--- config.mk ---
export PLATFORM = sky130hd
export DESIGN_NAME = pipe_mem_stage
export DESIGN_NICKNAME = d
export VERILOG_FILES = /design/src/rtl/pipe_mem_stage_pkg.sv /design/src/rtl/pipe_mem_stage_lane_align.sv /design/src/rtl/pipe_mem_stage.sv
export SDC_FILE = /design/constraint.sdc
export NUM_CORES = 1
export LEC_CHECK = 0
export ABC_AREA = 1
export CAP_MARGIN = 5
export CORE_ASPECT_RATIO = 0.9
export CORE_MARGIN = 4
export CORE_UTILIZATION = 46
export CTS_BUF_LIST = sky130_fd_sc_hd__clkbuf_16
export DETAILED_ROUTE_END_ITERATION = 10
export GPL_TIMING_DRIVEN = 1
export PLACE_DENSITY = 0.82
export SLEW_MARGIN = 15
export SYNTH_ARGS = -nofsm -noshare
export SYNTH_HDL_FRONTEND = slang
export SYNTH_SLANG_ARGS = --single-unit
--- constraint.sdc ---
create_clock -name clk -period 7.1 [get_ports clk]
set_input_delay 2.13 -clock clk [delete_from_list [all_inputs] [get_ports clk]]
set_output_delay 2.13 -clock clk [all_outputs]
set_load 0.05 [all_outputs]
--- src/rtl/pipe_mem_stage_pkg.sv ---
// Shared ISA encodings and pipeline bundle types for the rv32 MEM stage.
package pipe_mem_stage_pkg;

    localparam logic [6:0] OPC_LOAD  = 7'b0000011;
    localparam logic [6:0] OPC_STORE = 7'b0100011;

    localparam logic [2:0] F3_LB  = 3'b000;
    localparam logic [2:0] F3_LH  = 3'b001;
    localparam logic [2:0] F3_LW  = 3'b010;
    localparam logic [2:0] F3_LBU = 3'b100;
    localparam logic [2:0] F3_LHU = 3'b101;

    localparam logic [2:0] F3_SB  = 3'b000;
    localparam logic [2:0] F3_SH  = 3'b001;
    localparam logic [2:0] F3_SW  = 3'b010;

    typedef enum logic [1:0] {
        FAULT_NONE     = 2'd0,
        FAULT_MISALIGN = 2'd1,
        FAULT_BUS      = 2'd2,
        FAULT_TIMEOUT  = 2'd3
    } mem_fault_e;

    typedef enum logic {
        ST_IDLE = 1'b0,
        ST_REQ  = 1'b1
    } mem_state_e;

    typedef struct packed {
        logic       valid;
        logic       mem_en;
        logic       wb_en;
        logic [6:0] opcode;
        logic [2:0] func3;
    } ctrl_t;

    typedef struct packed {
        logic [4:0]  addr;
        logic [31:0] data;
    } reg_t;

    typedef struct packed {
        ctrl_t ctrl;
        reg_t  rs;
        reg_t  rd;
    } ex_mem_t;

    typedef struct packed {
        ctrl_t ctrl;
        reg_t  rd;
    } mem_wb_t;

endpackage

--- src/rtl/pipe_mem_stage_lane_align.sv ---
// Byte-lane steering: store enables/replicated data, load extraction/extension
// and the alignment check for byte, half and word accesses.
module mem_lane_align
    import pipe_mem_stage_pkg::*;
(
    input  logic [2:0]  func3,
    input  logic [1:0]  addr_lo,
    input  logic [31:0] store_data,
    input  logic [31:0] rdata,
    output logic [3:0]  be,
    output logic [31:0] wdata,
    output logic [31:0] load_data,
    output logic        misaligned
);

    logic [7:0]  byte_sel;
    logic [15:0] half_sel;

    always_comb begin
        byte_sel   = rdata[{addr_lo, 3'b000} +: 8];
        half_sel   = rdata[{addr_lo[1], 4'b0000} +: 16];
        be         = 4'b0000;
        wdata      = 32'h0;
        load_data  = rdata;
        // func3[1:0] encodes access size identically for loads and stores
        misaligned = ((func3[1:0] == 2'b01) && addr_lo[0]) ||
                     ((func3[1:0] == 2'b10) && (addr_lo != 2'b00));

        case (func3)
            F3_SB: begin
                be    = 4'b0001 << addr_lo;
                wdata = {4{store_data[7:0]}};
            end
            F3_SH: begin
                be    = 4'b0011 << addr_lo;
                wdata = {2{store_data[15:0]}};
            end
            F3_SW: begin
                be    = 4'b1111;
                wdata = store_data;
            end
            default: ;
        endcase

        case (func3)
            F3_LB:   load_data = {{24{byte_sel[7]}}, byte_sel};
            F3_LBU:  load_data = {24'h0, byte_sel};
            F3_LH:   load_data = {{16{half_sel[15]}}, half_sel};
            F3_LHU:  load_data = {16'h0, half_sel};
            F3_LW:   load_data = rdata;
            default: load_data = rdata;
        endcase
    end

endmodule

--- src/rtl/pipe_mem_stage.sv ---
// rv32 MEM stage: single-outstanding req/ack data-memory access with stall,
// flush/kill handling, timeout abort and fault reporting.
module pipe_mem_stage
    import pipe_mem_stage_pkg::*;
#(
    parameter int AckTimeout   = 255,
    parameter int TimeoutWidth = 16
) (
    input  logic        clk,
    input  logic        rst,
    input  ex_mem_t     ex_mem_i,
    input  logic        flush_i,
    output logic        stall_o,
    output mem_wb_t     mem_wb_o,
    output logic        dmem_req_o,
    output logic        dmem_we_o,
    output logic [31:0] dmem_addr_o,
    output logic [3:0]  dmem_be_o,
    output logic [31:0] dmem_wdata_o,
    input  logic        dmem_ack_i,
    input  logic [31:0] dmem_rdata_i,
    input  logic        dmem_err_i,
    output logic        fault_o,
    output logic [1:0]  fault_cause_o
);

    localparam logic [TimeoutWidth-1:0] TimeoutLast = TimeoutWidth'(AckTimeout - 1);

    mem_state_e            state_q, state_d;
    logic                  req_q, req_d;
    logic                  we_q, we_d;
    logic [31:0]           addr_q, addr_d;
    logic [3:0]            be_q, be_d;
    logic [31:0]           wdata_q, wdata_d;
    logic [TimeoutWidth-1:0] cnt_q, cnt_d;
    logic                  kill_q, kill_d;
    logic                  fault_q, fault_d;
    mem_fault_e            cause_q, cause_d;
    mem_wb_t               mem_wb_q, mem_wb_d;

    logic        is_load, is_store, is_mem_op, timeout;
    logic [3:0]  lane_be;
    logic [31:0] lane_wdata, lane_load;
    logic        lane_misaligned;
    logic        unused_rs_addr;

    assign unused_rs_addr = ^ex_mem_i.rs.addr;

    mem_lane_align u_lane_align (
        .func3      (ex_mem_i.ctrl.func3),
        .addr_lo    (ex_mem_i.rd.data[1:0]),
        .store_data (ex_mem_i.rs.data),
        .rdata      (dmem_rdata_i),
        .be         (lane_be),
        .wdata      (lane_wdata),
        .load_data  (lane_load),
        .misaligned (lane_misaligned)
    );

    assign is_load   = ex_mem_i.ctrl.opcode == OPC_LOAD;
    assign is_store  = ex_mem_i.ctrl.opcode == OPC_STORE;
    assign is_mem_op = ex_mem_i.ctrl.valid & ex_mem_i.ctrl.mem_en & (is_load | is_store);
    assign timeout   = (state_q == ST_REQ) && !dmem_ack_i && (cnt_q == TimeoutLast);

    // Upstream holds ex_mem_i stable during REQ, so it still describes the
    // in-flight access on the ack/abort cycle and is used to build the result.
    always_comb begin
        state_d  = state_q;
        req_d    = req_q;
        we_d     = we_q;
        addr_d   = addr_q;
        be_d     = be_q;
        wdata_d  = wdata_q;
        cnt_d    = cnt_q;
        kill_d   = kill_q;
        fault_d  = 1'b0;
        cause_d  = cause_q;
        mem_wb_d = '0;
        stall_o  = 1'b0;

        case (state_q)
            ST_IDLE: begin
                if (flush_i) begin
                    mem_wb_d = '0;
                end else if (is_mem_op && lane_misaligned) begin
                    mem_wb_d.ctrl       = ex_mem_i.ctrl;
                    mem_wb_d.ctrl.wb_en = 1'b0;
                    mem_wb_d.rd         = ex_mem_i.rd;
                    fault_d             = 1'b1;
                    cause_d             = FAULT_MISALIGN;
                end else if (is_mem_op) begin
                    stall_o = 1'b1;
                    state_d = ST_REQ;
                    req_d   = 1'b1;
                    we_d    = is_store;
                    addr_d  = {ex_mem_i.rd.data[31:2], 2'b00};
                    be_d    = lane_be;
                    wdata_d = lane_wdata;
                    cnt_d   = '0;
                    kill_d  = 1'b0;
                end else begin
                    mem_wb_d.ctrl = ex_mem_i.ctrl;
                    mem_wb_d.rd   = ex_mem_i.rd;
                end
            end
            ST_REQ: begin
                stall_o = !(dmem_ack_i || timeout);
                if (dmem_ack_i || timeout) begin
                    state_d = ST_IDLE;
                    req_d   = 1'b0;
                    kill_d  = 1'b0;
                    if (!(kill_q || flush_i)) begin
                        mem_wb_d.ctrl = ex_mem_i.ctrl;
                        mem_wb_d.rd   = ex_mem_i.rd;
                        if (timeout) begin
                            mem_wb_d.ctrl.wb_en = 1'b0;
                            fault_d             = 1'b1;
                            cause_d             = FAULT_TIMEOUT;
                        end else if (dmem_err_i) begin
                            mem_wb_d.ctrl.wb_en = 1'b0;
                            fault_d             = 1'b1;
                            cause_d             = FAULT_BUS;
                        end else if (we_q) begin
                            mem_wb_d.ctrl.wb_en = 1'b0;
                        end else begin
                            mem_wb_d.rd.data = lane_load;
                        end
                    end
                end else begin
                    cnt_d = cnt_q + 1'b1;
                    if (flush_i) begin
                        kill_d = 1'b1;
                    end
                end
            end
            default: state_d = ST_IDLE;
        endcase
    end

    always_ff @(posedge clk or posedge rst) begin
        if (rst) begin
            state_q  <= ST_IDLE;
            req_q    <= 1'b0;
            we_q     <= 1'b0;
            addr_q   <= 32'h0;
            be_q     <= 4'h0;
            wdata_q  <= 32'h0;
            cnt_q    <= '0;
            kill_q   <= 1'b0;
            fault_q  <= 1'b0;
            cause_q  <= FAULT_NONE;
            mem_wb_q <= '0;
        end else begin
            state_q  <= state_d;
            req_q    <= req_d;
            we_q     <= we_d;
            addr_q   <= addr_d;
            be_q     <= be_d;
            wdata_q  <= wdata_d;
            cnt_q    <= cnt_d;
            kill_q   <= kill_d;
            fault_q  <= fault_d;
            cause_q  <= cause_d;
            mem_wb_q <= mem_wb_d;
        end
    end

    assign mem_wb_o      = mem_wb_q;
    assign dmem_req_o    = req_q;
    assign dmem_we_o     = we_q;
    assign dmem_addr_o   = addr_q;
    assign dmem_be_o     = be_q;
    assign dmem_wdata_o  = wdata_q;
    assign fault_o       = fault_q;
    assign fault_cause_o = cause_q;

endmodule

# Yosys cells after proc, flatten, opt, wreduce, memory -nomap -nowiden
# Index checks and enable logic that the tools add are counted.
# totals
reg_bits	139
out_inout_bits	124
# classes
addsub	1
n_eq_ne	18
n_shift	4
muxes	51
bitwise	6
reduce_logical	17
# ops
op	count
50-bit 2-to-1 mux	5
32-bit one-hot mux with 4 select lines	1
50-bit one-hot mux with 2 select lines	1
32-bit 2-to-1 mux	3
32-bit one-hot mux with 3 select lines	1
16-bit 2-to-1 mux	4
16-bit one-hot mux with 2 select lines	1
32-bit by 6-bit variable part select with 16-bit output	1
32-bit by 6-bit variable part select with 8-bit output	1
1-bit 2-to-1 mux	22
16-bit by 1-bit adder with 16-bit output (second input constant)	1
16-bit by 8-bit == test with 1-bit output (second input constant)	1
4-bit AND reduction	4
2-bit 2-to-1 mux	6
2-bit != test (second input constant)	6
4-bit one-hot mux with 3 select lines	1
1-bit one-hot mux with 2 select lines	5
7-bit by 2-bit == test with 1-bit output (second input constant)	1
7-bit by 6-bit == test with 1-bit output (second input constant)	1
3-bit == test (second input constant)	2
3-bit by 2-bit != test with 1-bit output (second input constant)	2
1-bit logical AND	5
5-bit AND reduction	1
2-bit one-hot mux with 2 select lines	1
other kinds (14)	20

# Logic depth before layout (Yosys ltp)
# Gate-level depths: netlist of run 1.
# logic_depth
depth_word	8
depth_mapped	12
ltp_nobuf	11

# Hierarchy
# A second synthesis of run 1 with hierarchy kept.
# unflattened
cells_unflattened	1075
hier_area_um2	7663.6
# modules_own_cells
module	n_inst	cells_per_inst	area_each_um2	seq_area_each_um2
pipe_mem_stage	1	798	6427.4	3478.3
mem_lane_align	1	277	1236.2	0.0

# Worst setup path after synthesis of run 1
# No wires, ideal clock.
# synth_timing
path_type	in2out
start	in ex_mem_i[79] in the netlist's numbering
end	out stall_o
t_arrival_ps	3190
required_ps	4970
setup_slack_ps	1780
stages	8
path_buffers	1
cell_sequence	nor2_1 > nand2_1 > nor2_1 > nand2_2 > nor2_2 > inv_2 > o21ai_2 > buf_2
# synth_between
elab_chain_cells	7
word_cells_on_any_way	9
# synth_lines
element	line	rtl
from (decl)	pipe_mem_stage.sv:11	input ex_mem_t ex_mem_i,
7-bit by 2-bit == test with 1-bit output or 7-bit by 6-bit == test with 1-bit output (tied branches)	pipe_mem_stage.sv:60, pipe_mem_stage.sv:61	
1-bit OR *	pipe_mem_stage.sv:62	assign is_mem_op = ex_mem_i.ctrl.valid & ex_mem_i.ctrl.mem_en & (is_load | is_store);
1-bit AND *	pipe_mem_stage.sv:62	
1-bit 2-to-1 mux or 1-bit logical AND (tied branches)	pipe_mem_stage.sv:91, pipe_mem_stage.sv:85	
1-bit 2-to-1 mux *	pipe_mem_stage.sv:85	end else if (is_mem_op && lane_misaligned) begin
1-bit 2-to-1 mux *	pipe_mem_stage.sv:83	if (flush_i) begin
1-bit one-hot mux with 2 select lines *	pipe_mem_stage.sv:81	case (state_q)
to (decl)	pipe_mem_stage.sv:13	output logic stall_o,
# Every way passes the cells marked *; elsewhere a longest branch is shown, timed or not.

# Worst setup path after layout of run 1
# layout_timing
start	in dmem_ack_i
end	out stall_o
# layout_between
elab_chain_cells	6
# layout_lines
element	line	rtl
from (decl)	pipe_mem_stage.sv:20	input logic dmem_ack_i,
1-bit zero test	pipe_mem_stage.sv:63	assign timeout = (state_q == ST_REQ) && !dmem_ack_i && (cnt_q == TimeoutLast);
1-bit logical AND (2 in a row)	pipe_mem_stage.sv:63	
1-bit logical OR *	pipe_mem_stage.sv:107	stall_o = !(dmem_ack_i || timeout);
1-bit zero test *	pipe_mem_stage.sv:107	
1-bit one-hot mux with 2 select lines *	pipe_mem_stage.sv:81	
# Marks and branches as above.

==> out/results.tsv, run 1 <==
stage	metric	value	unit
setup_path	r2r_cells	10	
timing	final.setup.tns	0	ns
floorplan	die_width	138	um
setup_path	rrSetupSlack	4.61	ns
cells_and_area	n_fill_cell	1207	
setup_path	r2r_end	cnt_q[6]	
synthesis	synth_cell_types	36	
setup_path	critPathLaunchType	input port	
power	p_sw	0.598	mW
timing	hold_viol	0	
floorplan	die_y	125	um
timing	max_slew_margin	25.2	%
floorplan	initial_utilization	47.3	%
cells_and_area	fin_nets	1269	
cts	cts_inserted_buffers	17	
floorplan	rows	42	
power	p_clk_share	44.7	%
cts	htreeDepth	4	
routing	drtIter0Drc	524	
synthesis	ys_warn_count	0	
cells_and_area	drive_gt1_share	6.14	%
synthesis	netlist_instances	920	
power	ir_drop	0.197	mV
synthesis	synth_top_area_share	49.6	%
synthesis	synth-edff-count	0	
routing	vias	6996	
outcome	status	completed	
global_route	grt_pass1_vias	6776	
power	p_leak	4.89	nW
cts	cts-root-buf	clkbuf_16	
cts	cts-resized-gates	0	
routing	ant_nets	0	
global_route	antenna_found_initial	0	
synthesis	ys.flop_type	dfrtp_1	
hold_path	min_path_cells	2	
synthesis	synth_area_leaders	dfrtp_1 50%, nand2_1 17%, nand3_1 5.2%	
cts	cts.sinks	139	
timing	finalSetupViolCount	0	
setup_path	r2r_start	cnt_q[0]	
cts	clockBufferDepth	2	
synthesis	synth_seq_cells	139	
power	p_comb_share	16.8	%
synthesis	synthArstFlopShare	100	%
power	p_int	1.59	mW
routing	drc	0	
routing	wl	21900	um
floorplan	coreArea	14800	um2
routing	firstDrtPassIters	5	
setup_path	crit_fanout	25	
setup_path	required	4.97	ns
timing	skew	0.00917	ns
global_route	overflow	0	
routing	routedWlPerCell	16.2	um
synthesis	yosysTopAreaCell	dfrtp_1	
job	drv_cap	0	
cts	clock_latency	0.43	ns
timing	fin_crit	6.20	ns
hold_path	holdPathEnd	dmem_addr_o[10]	
synthesis	synth_area	7010	um2
timing	drv_slew	0	
timing	finalCritPeriodShare	87.4	%
global_route	grt_max_degree	93	
global_route	grt_pass1_wl	35200	um
routing	via_per_inst	5.17	
synthesis	synthTopCellsByCount	324 x nand2_1, 139 x dfrtp_1, 83 x inv_1	
timing	worst_slew_pin_slew	1.12	ns
cts	clk_pin_slew_worst_paths	0.06	ns
place	place_congestion	0.887	
synthesis	synth.most_common_cell	nand2_1	
power	cellPowerDensity	215	nW/um2
floorplan	dieArea	17300	um2
synthesis	ys_seq_area_share	49.6	%
cells_and_area	area_delta_synth_final	44.9	%
timing	max_freq	0.161	GHz
place	hpwl	15700	um
hold_path	min_from	dmem_addr_o[10]	
hold_path	hold_class	reg2reg	
power	p_sw_share	27.3	%
power	p_seq_share	38.4	%
synthesis	syn_area_per_cell	7.62	um2
cts	postCtsHoldBufs	0	
floorplan	io_pins	248	
place	portBuffers	240	
global_route	grtUsageTotal	25.2	%
cts	cts_setup_buffers	0	
cts	cts_tree	built	
timing	fin_worst_hold_slack	0.469	ns
setup_path	endpoint_kind	primary output	
setup_path	worstSetupPathType	in2out	
setup_path	cp.arrival	4.07	ns
cells_and_area	diodes	0	
timing	grt_setup_unrepaired	no	
## how the worst max path moves through the flow
| stage | startpoint | cells after the start | end | slack (ns) |
|---|---|---|---|---|
| final | dmem_ack_i | 8 | stall_o | 0.90 |
| after global placement | dmem_ack_i | 8 | stall_o | 0.93 |
| after detailed placement | dmem_ack_i | 8 | stall_o | 0.90 |
| after floorplan | rst | 1 | cnt_q[0] | 1.25 |
| after CTS | dmem_ack_i | 8 | stall_o | 0.90 |
| after global routing | dmem_ack_i | 8 | stall_o | 0.77 |
## kinds of logic after synthesis
logic type      count (synthesis)  synth area share [%]
xor+xnor                       12                  1.50
simple gates                  496                  29.8
other cells                     1                0.0535
compound gates                134                  10.6
flops                         139                  49.6
buf+inv                       136                  8.14
fa+ha+maj                       2                 0.357
## layout by cell type (no fill, tap or decap), drive strengths merged, types with 8 or more instances in the layout
cell type,Yosys,routed
a21oi,33,33
buf,29,8
clkbuf,15,17
clkdlybuf4s50,0,239
clkinv,2,8
dfrtp,139,139
inv,90,93
nand2,330,330
nand3,77,77
nor2,70,70
o211ai,23,23
o21ai,75,75
xor2,9,9
## registers in the layout, summed over array words and instances, names as in the netlist
signal and cells:
mem_wb_o 50, dmem_be_o 4, state_q 1, dmem_addr_o 30, kill_q 1, fault_o 1
cnt_q 16, dmem_req_o 1, dmem_wdata_o 32, dmem_we_o 1, fault_cause_o 2
## metal layers
| layer | routed length (um) | track usage [%] |
|---|---|---|
| met2 | 10200 | 39.8 |
| met5 | 0 | 0 |
| met4 | 667 | 9.88 |
| met1 | 9710 | 34.3 |
| met3 | 1330 | 5.23 |
## power by group through the flow
stage / Sequential (mW) / Clock, mW / Combinational (mW)
final: 0.840 / 0.978 / 0.368
after global placement: 0.853 / 0 / 0.363
after detailed placement: 0.854 / 0 / 0.366
after CTS: 0.840 / 0.989 / 0.369
after floorplan: 0.952 / 0 / 0.106
after global routing: 0.843 / 1.03 / 0.394
## through the flow
step / instances / total power [mW] / util, % / cell area, um2 / worst slack (ns)
2_1_floorplan: 921 / 1.06 / - / 7010 / 1.25
3_3_place_gp: 1322 / 1.22 / 64.1 / 9510 / 0.926
3_5_place_dp: 1322 / 1.22 / 64.1 / 9510 / 0.900
4_1_cts: 1354 / 2.20 / 68.5 / 10200 / 0.898
5_1_grt: 1354 / 2.27 / 68.5 / 10200 / 0.770
6_report: 1354 / 2.19 / 68.5 / 10200 / 0.896
## critical path, stage by stage
cell and delay, ns:
clkdlybuf4s50_1 0.45, inv_1 0.08, nand2_1 0.09, nor2_2 0.05, nand3_4 0.15, nand2_4 0.10
o21ai_2 0.79, buf_12 0.23
## layout make-up
cell class              count  area (um2)  area share, %
flip-flops and latches    139        3480           34.3
multi-input cells         646        2960           29.2
repair buffers            247        2460           24.3
clock buffers              17         425           4.19
inverters                  92         350           3.45
well taps                 198         248           2.44
clock inverters            15         223           2.19
Power figures use the tool's default switching activity.
==> run 2: changes to the inputs <==
CTS_CLUSTER_DIAMETER = 150   (was not set)
==> results of run 2 <==
The final DEF is identical to that of run 1; final timing and power are the same.
==> run 3: changes to the inputs <==
--- a/config.mk
+++ b/config.mk
@@ -10,10 +10,10 @@
 export CORE_ASPECT_RATIO = 0.9
 export CORE_MARGIN = 4
-export CORE_UTILIZATION = 46
+export CORE_UTILIZATION = 40
 export CTS_BUF_LIST = sky130_fd_sc_hd__clkbuf_16
 export CTS_CLUSTER_DIAMETER = 150
 export DETAILED_ROUTE_END_ITERATION = 10
 export GPL_TIMING_DRIVEN = 1
-export PLACE_DENSITY = 0.82
+export PLACE_DENSITY = 0.72
 export SLEW_MARGIN = 15
 export SYNTH_ARGS = -nofsm -noshare
==> constraint.sdc (replaced) <==
create_clock -name clk -period 7.1 [get_ports clk]
set_input_delay 2.13 -clock clk [delete_from_list [all_inputs] [get_ports clk]]
set_output_delay 2.13 -clock clk [all_outputs]
set_load 0.01 [all_outputs]
==> run 3 against run 2 <==
Compared with the run above:
- global-route usage decreased by 3.2 points
- critical endpoint unchanged
- final cell count increased by 2.8%
- critical path type unchanged
- clock skew up 0.0011 ns
- clock power shrank 5.8%
- worst hold slack lost 0.0036 ns
- wire length is 0.37% lower
- maximum frequency down 6.8%
- first-iteration DRC count down 8.6%
- largest power group unchanged
- clock-buffer cell count unchanged
- via count is 3.1% lower
- setup slack worse by 0.45 ns
- register-to-register slack got worse by 0.22 ns
==> out/results.tsv, run 3 (synthesized netlist as in run 1, its figures left out) <==
stage	metric	value	unit	change
power	p_leak	4.87	nW	-0.33%
setup_path	slowest_stage	o21ai_2		
setup_path	crit_fanout	25		unchanged
floorplan	die_width	148	um	+6.8%
timing	max_slew_margin	28.7	%	+3.5 points
timing	drv_slew	0		unchanged
cells_and_area	n_fill_cell	1532		+27%
setup_path	max_stage_delay	0.76	ns	-0.03 ns
global_route	met1_usage	29.3	%	-5.0 points
place	dp_cells	1360		+2.9%
global_route	met3_usage	7.01	%	+1.8 points
setup_path	critPathLaunchType	input port		
global_route	overflow	0		unchanged
setup_path	cp.arrival	4.52	ns	+0.45 ns
routing	firstDrtPassIters	5		unchanged
timing	fin_ws	0.445	ns	-0.451 ns
cells_and_area	area_delta_synth_final	45.1	%	
setup_path	worstSetupPathType	in2out		
cts	htreeDepth	4		unchanged
cts	clockBufferDepth	2		unchanged
cells_and_area	final_cell_mix	324 x nand2_1, 240 x clkdlybuf4s50_1, 139 x dfrtp_1		
power	ir_drop	0.173	mV	-12%
cts	clk_pin_slew_worst_paths	0.05	ns	about the same
global_route	antenna_found_initial	0		unchanged
global_route	grt_max_degree	108		+16%
power	cellPowerDensity	200	nW/um2	-6.9%
global_route	busiest_layer	met2		
outcome	status	completed		
routing	wl	21800	um	-0.37%
place	portBuffers	240		unchanged
timing	finalSetupViolCount	0		unchanged
power	p_clk_share	45.1	%	+0.4 points
floorplan	io_pins	248		unchanged
place	placed_area	9570	um2	+0.65%
floorplan	initial_utilization	41.1	%	-6.2 points
place	place_congestion	0.889		+0.23%
cts	cts-root-buf	clkbuf_16		
timing	skew	0.0103	ns	+0.00110 ns
power	p_seq_share	41.2	%	+2.8 points
routing	drtIter0Drc	479		-8.6%
setup_path	required	4.97	ns	about the same
power	p_sw	0.493	mW	-17%
power	p_int	1.55	mW	-2.7%
power	p_comb_share	13.7	%	-3.1 points
timing	final.setup.tns	0	ns	unchanged
cells_and_area	fin_cells	1392		+2.8%
timing	fin_worst_hold_slack	0.465	ns	-0.00360 ns
cts	cts-resized-gates	0		unchanged
timing	finalCritPeriodShare	93.7	%	+6.3 points
cells_and_area	final_common_cell	nand2_1		
cells_and_area	fin_nets	1270		+0.079%
routing	via_per_inst	4.87		-5.7%
cts	cts.sinks	139		unchanged
job	drv_cap	0		unchanged
hold_path	hold_class	reg2reg		
floorplan	rows	45		+7.1%
cells_and_area	final_area	10200	um2	+0.20%
timing	worst_slew_pin_slew	1.07	ns	-0.0541 ns
global_route	grt_pass1_vias	6419		-5.3%
setup_path	endpoint_kind	primary output		
floorplan	dieArea	19700	um2	+14%
setup_path	crit_top_cell	clkdlybuf4s50_1		
timing	hold_viol	0		unchanged
routing	drc	0		unchanged
global_route	grt_pass1_wl	34300	um	-2.6%
timing	max_freq	0.150	GHz	-6.8%
floorplan	coreArea	17100	um2	+15%
timing	grt_setup_unrepaired	no		
cells_and_area	diodes	0		unchanged
cts	cts_tree	built		
place	place_ws	0.455	ns	-0.445 ns
global_route	grtUsageTotal	22.0	%	-3.2 points
routing	routedWlPerCell	15.7	um	-3.1%
timing	fin_crit	6.65	ns	+0.451 ns
floorplan	die_y	134	um	+6.8%
power	p_sw_share	24.2	%	-3.2 points
routing	vias	6781		-3.1%
place	hpwl	16100	um	+2.1%
routing	ant_nets	0		unchanged
cts	postCtsHoldBufs	0		unchanged
cts	clock_latency	0.43	ns	about the same
setup_path	path_cells	clkdlybuf4s50_1 > inv_1 > nand2_1 > nor2_2 > nand3_4 > nand2_4 > o21ai_2 > clkdlybuf4s50_1		
cells_and_area	largest_reg_flops	50		unchanged
global_route	grt_use_met2	35.2	%	-4.6 points
cts	cts_inserted_buffers	17		unchanged
cts	cts_setup_buffers	0		unchanged
cells_and_area	drive_gt1_share	5.96	%	-0.18 points
[run 3: worst paths after layout]
| check | start | endpoint | slack, ns | depth (start not counted) |
|---|---|---|---|---|
| min in group asynchronous | rst | dmem_wdata_o[25] | 2.31 | 2 |
| max | dmem_ack_i | stall_o | 0.45 | 8 |
| max reg2reg | state_q | dmem_wdata_o[1] | 4.39 | 5 |
| min reg2reg | dmem_addr_o[16] | dmem_addr_o[16] | 0.47 | 2 |
| min | dmem_addr_o[16] | dmem_addr_o[16] | 0.47 | 2 |
| max in group asynchronous | rst | mem_wb_o[0] | 3.80 | 3 |
[run 3: power by group through the flow]
stage	clock network (mW)	logic [mW]	registers, mW
after global placement	0	0.278	0.853
final	0.921	0.279	0.840
after detailed placement	0	0.280	0.853
after floorplan	0	0.105	0.866
after CTS	0.938	0.282	0.840
after global routing	0.976	0.306	0.843
[run 3: per-stage QoR]
stage	utilization [%]	total power [mW]
floorplan	-	0.971
global placement	56.1	1.13
detailed placement	56.1	1.13
CTS	59.6	2.06
global route	59.6	2.13
finish	59.6	2.04
[run 3: final cells by class]
class / instances / area [um2] / share of cell area (%)
Clock inverter: 15 / 181 / 1.78
Clock buffer: 17 / 425 / 4.18
Sequential cell: 139 / 3480 / 34.2
Inverter: 92 / 350 / 3.44
Timing Repair Buffer: 248 / 2470 / 24.3
Tap cell: 235 / 294 / 2.89
Multi-Input combinational cell: 646 / 2970 / 29.2
[run 3: critical path, delay by kind of cell]
family	cells	cell delay [ns]
AO/OA/AOI/OAI	1	0.76
buffers and inverters	3	1.23
AND/OR/NAND/NOR	4	0.39
[run 3: layer usage]
layer	vias up	routed length (um)
met1	3142	9480
met3	20	1900
met5	-	0
met2	250	10100
met4	0	297
li1	3369	-
